$ cat src/rtl/alu_seq_driver_if.sv
// Command and result handshake bundle for alu_seq_driver.
interface alu_seq_driver_if #(
  parameter int unsigned WIDTH = 4,
  parameter int unsigned SEL_W = 3
);
  logic             cmd_valid;
  logic             cmd_ready;
  logic             cmd_load;
  logic [SEL_W-1:0] cmd_sel;
  logic [WIDTH-1:0] cmd_b;
  logic             res_valid;
  logic             res_ready;
  logic [WIDTH-1:0] res_data;

  // Command issuer / result consumer side
  modport master (
    output cmd_valid, cmd_load, cmd_sel, cmd_b, res_ready,
    input  cmd_ready, res_valid, res_data
  );

  // Sequencer side
  modport slave (
    input  cmd_valid, cmd_load, cmd_sel, cmd_b, res_ready,
    output cmd_ready, res_valid, res_data
  );
endinterface

$ cat src/rtl/alu_seq_driver.sv
// Sequential initiator for the 4-bit combinational ALU: loads or executes
// commands against an internal accumulator and returns each result.
// Optional macro ALU_SEQ_CHECK_EN builds a reference ALU that flags a
// sticky chk_err when the sampled alu_y disagrees with the expected value.
module alu_seq_driver #(
  parameter int unsigned WIDTH  = 4,
  parameter int unsigned SEL_W  = 3,
  parameter int unsigned SETTLE = 1
) (
  input  logic             clk,
  input  logic             reset,
  alu_seq_driver_if.slave  bus,
  output logic [WIDTH-1:0] alu_a,
  output logic [WIDTH-1:0] alu_b,
  output logic [SEL_W-1:0] alu_sel,
  input  logic [WIDTH-1:0] alu_y,
  output logic [WIDTH-1:0] acc,
  output logic             chk_err
);

  localparam int unsigned CNT_W = 4;

  typedef enum logic [1:0] {
    IDLE    = 2'd0,
    DRIVE   = 2'd1,
    CAPTURE = 2'd2,
    RESP    = 2'd3
  } state_e;

  state_e           state_q, state_d;
  logic [WIDTH-1:0] acc_q, acc_d;
  logic [WIDTH-1:0] alu_a_q, alu_a_d;
  logic [WIDTH-1:0] alu_b_q, alu_b_d;
  logic [SEL_W-1:0] alu_sel_q, alu_sel_d;
  logic [WIDTH-1:0] res_data_q, res_data_d;
  logic             res_valid_q, res_valid_d;
  logic             cmd_ready_q, cmd_ready_d;
  logic [CNT_W-1:0] cnt_q, cnt_d;
  logic             chk_err_q, chk_err_d;

`ifdef ALU_SEQ_CHECK_EN
  // Team ALU op table, used only to cross-check the external ALU
  function automatic logic [WIDTH-1:0] ref_y(
    input logic [WIDTH-1:0] a,
    input logic [WIDTH-1:0] b,
    input logic [SEL_W-1:0] sel
  );
    logic [WIDTH-1:0] y;
    y = '0;
    case (sel)
      SEL_W'(0): y = a & b;
      SEL_W'(1): y = a | b;
      SEL_W'(2): y = a + b;
      SEL_W'(3): y = '0;
      SEL_W'(4): y = a & ~b;
      SEL_W'(5): y = a | ~b;
      SEL_W'(6): y = a - b;
      SEL_W'(7): y = (a < b) ? WIDTH'(1) : '0;
      default:   y = '0;
    endcase
    return y;
  endfunction
`endif

  // State register and all datapath flops, synchronous reset
  always_ff @(posedge clk) begin
    if (reset) begin
      state_q     <= IDLE;
      acc_q       <= '0;
      alu_a_q     <= '0;
      alu_b_q     <= '0;
      alu_sel_q   <= '0;
      res_data_q  <= '0;
      res_valid_q <= 1'b0;
      cmd_ready_q <= 1'b1;
      cnt_q       <= '0;
      chk_err_q   <= 1'b0;
    end else begin
      state_q     <= state_d;
      acc_q       <= acc_d;
      alu_a_q     <= alu_a_d;
      alu_b_q     <= alu_b_d;
      alu_sel_q   <= alu_sel_d;
      res_data_q  <= res_data_d;
      res_valid_q <= res_valid_d;
      cmd_ready_q <= cmd_ready_d;
      cnt_q       <= cnt_d;
      chk_err_q   <= chk_err_d;
    end
  end

  // Next-state and datapath updates; every register holds by default
  always_comb begin
    state_d     = state_q;
    acc_d       = acc_q;
    alu_a_d     = alu_a_q;
    alu_b_d     = alu_b_q;
    alu_sel_d   = alu_sel_q;
    res_data_d  = res_data_q;
    res_valid_d = res_valid_q;
    cmd_ready_d = cmd_ready_q;
    cnt_d       = cnt_q;
    chk_err_d   = chk_err_q;

    case (state_q)
      IDLE: begin
        if (bus.cmd_valid && cmd_ready_q) begin
          cmd_ready_d = 1'b0;
          if (bus.cmd_load) begin
            acc_d       = bus.cmd_b;
            res_data_d  = bus.cmd_b;
            res_valid_d = 1'b1;
            state_d     = RESP;
          end else begin
            alu_a_d   = acc_q;
            alu_b_d   = bus.cmd_b;
            alu_sel_d = bus.cmd_sel;
            cnt_d     = CNT_W'(SETTLE - 1);
            state_d   = DRIVE;
          end
        end
      end
      DRIVE: begin
        if (cnt_q == '0) begin
          state_d = CAPTURE;
        end else begin
          cnt_d = cnt_q - CNT_W'(1);
        end
      end
      CAPTURE: begin
        acc_d       = alu_y;
        res_data_d  = alu_y;
        res_valid_d = 1'b1;
        state_d     = RESP;
`ifdef ALU_SEQ_CHECK_EN
        if (alu_y != ref_y(alu_a_q, alu_b_q, alu_sel_q)) begin
          chk_err_d = 1'b1;
        end
`endif
      end
      RESP: begin
        if (bus.res_ready) begin
          res_valid_d = 1'b0;
          cmd_ready_d = 1'b1;
          state_d     = IDLE;
        end
      end
      default: begin
        state_d     = IDLE;
        res_valid_d = 1'b0;
        cmd_ready_d = 1'b1;
      end
    endcase
  end

  assign bus.cmd_ready = cmd_ready_q;
  assign bus.res_valid = res_valid_q;
  assign bus.res_data  = res_data_q;
  assign alu_a         = alu_a_q;
  assign alu_b         = alu_b_q;
  assign alu_sel       = alu_sel_q;
  assign acc           = acc_q;
`ifdef ALU_SEQ_CHECK_EN
  assign chk_err       = chk_err_q;
`else
  assign chk_err       = 1'b0;
`endif

endmodule

$ cat src/flat_wrapper.sv
// flat-port wrapper written by rule: the top's interface ports become plain ports
module alu_seq_driver_flat 
#(
  parameter int unsigned WIDTH  = 4,
  parameter int unsigned SEL_W  = 3,
  parameter int unsigned SETTLE = 1
)
  (clk, reset, alu_a, alu_b, alu_sel, alu_y, acc, chk_err, bus_cmd_valid, bus_cmd_load, bus_cmd_sel, bus_cmd_b, bus_res_ready, bus_cmd_ready, bus_res_valid, bus_res_data);
  alu_seq_driver_if #(.WIDTH(WIDTH), .SEL_W(SEL_W)) bus_i ();
  input  logic clk;
  input  logic reset;
  output logic [WIDTH-1:0] alu_a;
  output logic [WIDTH-1:0] alu_b;
  output logic [SEL_W-1:0] alu_sel;
  input  logic [WIDTH-1:0] alu_y;
  output logic [WIDTH-1:0] acc;
  output logic chk_err;
  input wire logic [$bits(bus_i.cmd_valid)-1:0] bus_cmd_valid;
  input wire logic [$bits(bus_i.cmd_load)-1:0] bus_cmd_load;
  input wire logic [$bits(bus_i.cmd_sel)-1:0] bus_cmd_sel;
  input wire logic [$bits(bus_i.cmd_b)-1:0] bus_cmd_b;
  input wire logic [$bits(bus_i.res_ready)-1:0] bus_res_ready;
  output wire logic [$bits(bus_i.cmd_ready)-1:0] bus_cmd_ready;
  output wire logic [$bits(bus_i.res_valid)-1:0] bus_res_valid;
  output wire logic [$bits(bus_i.res_data)-1:0] bus_res_data;
  assign bus_i.cmd_valid = bus_cmd_valid;
  assign bus_i.cmd_load = bus_cmd_load;
  assign bus_i.cmd_sel = bus_cmd_sel;
  assign bus_i.cmd_b = bus_cmd_b;
  assign bus_i.res_ready = bus_res_ready;
  assign bus_cmd_ready = bus_i.cmd_ready;
  assign bus_res_valid = bus_i.res_valid;
  assign bus_res_data = bus_i.res_data;
  alu_seq_driver #(.WIDTH(WIDTH), .SEL_W(SEL_W), .SETTLE(SETTLE)) u_core (.clk(clk), .reset(reset), .bus(bus_i), .alu_a(alu_a), .alu_b(alu_b), .alu_sel(alu_sel), .alu_y(alu_y), .acc(acc), .chk_err(chk_err));
endmodule
$ cat config.mk
export PLATFORM = sky130hd
export DESIGN_NAME = alu_seq_driver_flat
export DESIGN_NICKNAME = d
export VERILOG_FILES = /design/src/rtl/alu_seq_driver_if.sv /design/src/rtl/alu_seq_driver.sv /design/src/flat_wrapper.sv
export SDC_FILE = /design/constraint.sdc
export NUM_CORES = 1
export LEC_CHECK = 0
export CAP_MARGIN = 40
export CORE_MARGIN = 3
export CORE_UTILIZATION = 46
export CTS_CLUSTER_SIZE = 10
export DETAILED_ROUTE_END_ITERATION = 10
export PLACE_DENSITY_LB_ADDON = 0.05
export SYNTH_ARGS = -nofsm -noshare
export SYNTH_HDL_FRONTEND = slang
export SYNTH_SLANG_ARGS = --single-unit
export TNS_END_PERCENT = 50
$ cat constraint.sdc
create_clock -name clk -period 2.15 [get_ports clk]
set_input_delay 0.3225 -clock clk [delete_from_list [all_inputs] [get_ports clk]]
set_output_delay 0.3225 -clock clk [all_outputs]
set_load 0.02 [all_outputs]
### Word-level counts from Yosys, hierarchy flattened

Cells that the tools add are included.

| storage, ports and cells | value |
|---|---|
| word-level logic and storage cells | 51 |
| latch bits | 0 |
| memories | 0 |
| bits in writable memories | 0 |
| register bits after elaboration | 23 |
| output and inout port bits | 22 |
| memory bits (read-only) | 0 |

| cells by class | value |
|---|---|
| shift-type cells | 0 |
| muxes and demuxes | 19 |
| equal/unequal tests | 9 |
| multiply operators | 0 |
| divide/modulo/power cells | 0 |
| bitwise logic cells | 1 |
| order comparisons | 0 |
| add/sub/neg operators | 1 |
| reductions and logical operators | 13 |

Operators with widths:

| operator | count |
|---|---|
| 4-bit 2-to-1 mux | 5 |
| 4-bit one-hot mux with 2 select lines | 2 |
| 3-bit AND reduction | 4 |
| 2-bit 2-to-1 mux | 4 |
| 2-bit inequality test (second input constant) | 4 |
| 2-bit one-hot mux with 4 select lines | 1 |
| 4-bit AND reduction | 2 |
| 2-bit nonzero test | 3 |
| 1-bit 2-to-1 mux | 5 |
| 2-bit == test (second input constant) | 2 |
| 4-bit logical NOT | 1 |
| 2-bit by 1-bit inequality test with 1-bit output (second input constant) | 2 |
| 4-bit by 1-bit subtractor with 4-bit output (second input constant) | 1 |
| 1-bit one-hot mux with 3 select lines | 1 |
| 3-bit nonzero test | 1 |
| 2-bit by 1-bit == test with 1-bit output (second input constant) | 1 |
| 2-bit logical NOT | 1 |
| 1-bit one-hot mux with 2 select lines | 1 |
| 1-bit logical AND | 1 |
| 1-bit NOT | 1 |

### Longest topological paths before layout

| depth | value |
|---|---|
| depth in word-level cells | 3 |
| mapped depth | 7 |
| mapped depth without buffers | 5 |

### Least setup slack after synthesis

No wires, ideal clock.

| timing path | value |
|---|---|
| kind | register -> register |
| start | register u_core.cnt_q[0] |
| end | register u_core.state_q[1] |
| library setup time | 0.123 ns |
| setup slack | 0.454 ns |
| arrival | 1.573 ns |
| clock period less this slack | 1.696 ns |
| stages on the path, launching flop included | 6 |
| cell sequence | dfxtp_1 > inv_1 > ha_1 > or3b_1 > a222oi_1 > mux2_1 |

| on the way | value |
|---|---|
| longest elaborated chain between the ends | 3 |

RTL lines:

| element | line | source |
|---|---|---|
| from (decl) | alu_seq_driver.sv:38 | `logic [CNT_W-1:0] cnt_q, cnt_d;` |
| from (signal assigned) | alu_seq_driver.sv:87 | `cnt_q <= cnt_d;` |
| 4-bit logical NOT | alu_seq_driver.sv:124 | `if (cnt_q == '0) begin` |
| 2-bit by 1-bit inequality test with 1-bit output (no line) | n/a |  |
| 3-bit AND reduction (no line) | n/a |  |
| to (signal assigned) | alu_seq_driver.sv:79 | `state_q <= state_d;` |
| to (decl) | alu_seq_driver.sv:30 | `state_e state_q, state_d;` |

Every way passes these cells.
A chain may end at the register's enable or synchronous reset.

### Worst setup path after layout

| timing path | value |
|---|---|
| start | register u_core.cnt_q[1] |
| end | register u_core.state_q[1] |

Same word-level chain as after synthesis.

==> flow_summary.toml <==
[floorplan]
fp.dieW_microns = 57.6
die_h_microns = 57.6
start_util_pct = 49.0
dieArea_sq_mm = 0.00332
row_count = 18
num_io_pins = 38
coreArea_sq_mm = 0.00250

[logic_synthesis]
yosys_register_bits = 23
synth_edf_count = 0
ys_seq_area_share_pct = 37.6
synthMuxAreaShare_pct = 2.55
synth_top_family_by_area = "simple AND/OR/NAND/NOR gates"
synthFlopType = "dfxtp_1"
synth_area_leader_cell = "dfxtp_1"
yosysWarningCount = 0
syn_area_per_cell_sq_um = 8.22
synth_compound_area_share_pct = 18.3
synthTopCellsByArea = "dfxtp_1 38%, nand2_1 7.7%, ha_1 6.1%, a21oi_1 5.3%, buf_4 4.3%"
synth_common_cells = "25 x nand2_1, 23 x dfxtp_1, 13 x a21oi_1, 8 x inv_1, 8 x nor3_1"
synth.most_common_cell = "nand2_1"
syn_nets = 171
synthAdderAreaFrac_pct = 6.13
synth_area_sq_mm = 0.00122
ys_async_sr_fraction_pct = 0
synth_top_area_share_pct = 37.6
synthDistinctLibCells = 38
syn_inst = 149
synthXorXnorAreaFrac_pct = 0
synth-simple-area-share_pct = 25.7

[worst_setup_path]
cp_data_arrival_time_ns = 2.05
rr_worst_depth = 5
cp-start-kind = "flip-flop"
r2r-end = "u_core.state_q[1]"
path_max_fanout = 5
crit_type = "flip-flop to flip-flop"
r2r-start = "u_core.cnt_q[1]"
endpoint_kind = "flip-flop"
reg2reg_setup_slack_ns = 0.30
crit_required_ns = 2.35

[clock_network]
clock_path_buffers = 2
clock_latency_ns = 0.30
tritoncts = "yes"
htree_num_levels = 1
cts_made_buffers = 3
clock_sinks = 23
root_buffer = "clkbuf_4"
clk_pin_slew_ns = 0.12
post_cts_resized = 0
hold_buffers = 0
post_cts_buffers = 0

[timing]
rsz0062_at_grt = "no"
tns_ns = 0
fmax_mhz = 541
setup_violations = 0
fin_crit_sh_pct = 85.9
finalMaxSlewViolations = 0
layout_min_cycle_time_ns = 1.85
fin_skew_ns = 0.00205
layout_setup_ws_ns = 0.302
hold_violations = 0

[global_route]
grt_pass1_vias = 1096
grt_max_degree = 16
grt_overflow_total = 0
grt_pass1_wl_microns = 4780
antenna_found_initial = 0
grt_usage_pct = 18.1

[power]
leakage_nw = 0.594
vdd.ir_drop.worst_mv = 0.768
powerDensity_mw_per_mm2 = 995

[layout]
layout-drive-gt1-share_pct = 6.74
diodes = 0
nets = 201
syn_to_final_growth_pct = 30.2

[min_path]
holdCritPathClass = "flip-flop to flip-flop"
min_to = "u_core.alu_sel[1]"
min_path_cells = 2
min_from = "u_core.alu_sel[1]"

[route]
vias = 1123
dr.pass1.iters = 4
drc = 0
postRouteAntennaNets = 0
vias_per_cell = 5.40
routedWlPerCell_microns = 13.2
wirelength_microns = 2740
drt-initial-drc-count = 51

[placed_design]
numPortBuffers = 36
dp_hpwl_microns = 2140
gp_congestion = 0.846
dp_slack_ns = 0.223

[status]
status = "finished clean"

[flow_run]
max_cap_viol_count = 0
[per-stage QoR]
stage / instances / power, mW / hold WS [ns] / utilization, % / cell area, sq um
4_1_cts: 208 / 1.60 / 0.464 / 63.8 / 1600
3_5_place_dp: 204 / 1.41 / 0.448 / 62.7 / 1570
6_report: 208 / 1.59 / 0.464 / 63.8 / 1600
5_1_grt: 208 / 1.72 / 0.492 / 63.8 / 1600
2_1_floorplan: 149 / 1.15 / 0.459 / - / 1220
3_3_place_gp: 204 / 1.38 / 0.443 / 62.7 / 1570
[placed cells by master (no fill, tap or decap), types with 2 or more instances in the layout]
| master | n |
|---|---|
| a221oi_1 | 6 |
| buf_4 | 4 |
| o32ai_1 | 2 |
| clkbuf_4 | 3 |
| o21bai_1 | 2 |
| nand2_1 | 25 |
| a211oi_1 | 2 |
| nor2b_1 | 5 |
| nor2_1 | 4 |
| mux2i_1 | 2 |
| nand3_1 | 2 |
| clkdlybuf4s50_1 | 36 |
| dfxtp_1 | 23 |
| nor3_1 | 8 |
| ha_1 | 6 |
| inv_1 | 8 |
| a21oi_1 | 13 |
| nand2b_1 | 6 |
[power by group]
| part | internal (mW) | leakage [nW] | total, mW | switching, mW |
|---|---|---|---|---|
| logic | 0.386 | 0.389 | 0.825 | 0.440 |
| clock network | 0.0693 | 0.0177 | 0.194 | 0.125 |
| registers | 0.500 | 0.187 | 0.568 | 0.0678 |
| total | 0.955 | 0.594 | 1.59 | 0.633 |
[metal layers]
| layer | up-vias | GRT usage (%) | part of all wire, % |
|---|---|---|---|
| li1 | 573 | - | - |
| met1 | 522 | 21.8 | 44 |
| met2 | 26 | 32.1 | 50 |
| met3 | 2 | 3.17 | 5.9 |
| met4 | 0 | 6.29 | 0.51 |
| met5 | - | 0 | 0 |
[state kept, by name (all words and copies together) (netlist names)]
name	cells
u_core.bus.cmd_ready	1
u_core.alu_b	4
u_core.bus.res_valid	1
u_core.state_q	2
u_core.alu_sel	3
u_core.alu_a	4
u_core.cnt_q	4
u_core.acc	4
[worst max-delay path, stage by stage, from the launching register on]
cell and delay [ns]:
dfxtp_1 0.34, inv_1 0.08, ha_1 0.22, or3b_1 0.37, a222oi_1 0.37, mux2_1 0.36
[layout make-up]
class                      count  area [sq um]
fill                         221           905
timing repair buffer          40           390
multi-input combinational    103           649
clock inverter                 1          5.00
tap                           30          37.5
sequential                    23           460
inverter                       8          30.0
clock buffer                   3          22.5
[how the worst max path moves through the flow]
| stage | from | end | slack [ns] |
|---|---|---|---|
| after global routing | u_core.cnt_q[1] | u_core.state_q[1] | 0.18 |
| after detailed placement | bus_cmd_valid | u_core.cnt_q[3] | 0.22 |
| final | u_core.cnt_q[1] | u_core.state_q[1] | 0.30 |
| after floorplan | u_core.cnt_q[0] | u_core.state_q[1] | 0.45 |
| after CTS | u_core.cnt_q[1] | u_core.state_q[1] | 0.29 |
| after global placement | bus_cmd_valid | u_core.cnt_q[3] | 0.27 |
[kinds of logic (layout without fill, tap and decap cells)]
logic type | after synthesis | count (layout)
flip-flops | 23 | 23
AND/OR/NAND/NOR | 61 | 61
AO/OA/AOI/OAI | 32 | 32
buffers and inverters | 23 | 52
other | 1 | 1
multiplexers | 3 | 3
adder cells (fa/ha/maj) | 6 | 6
Note: power is estimated with default switching activity, not from simulation.
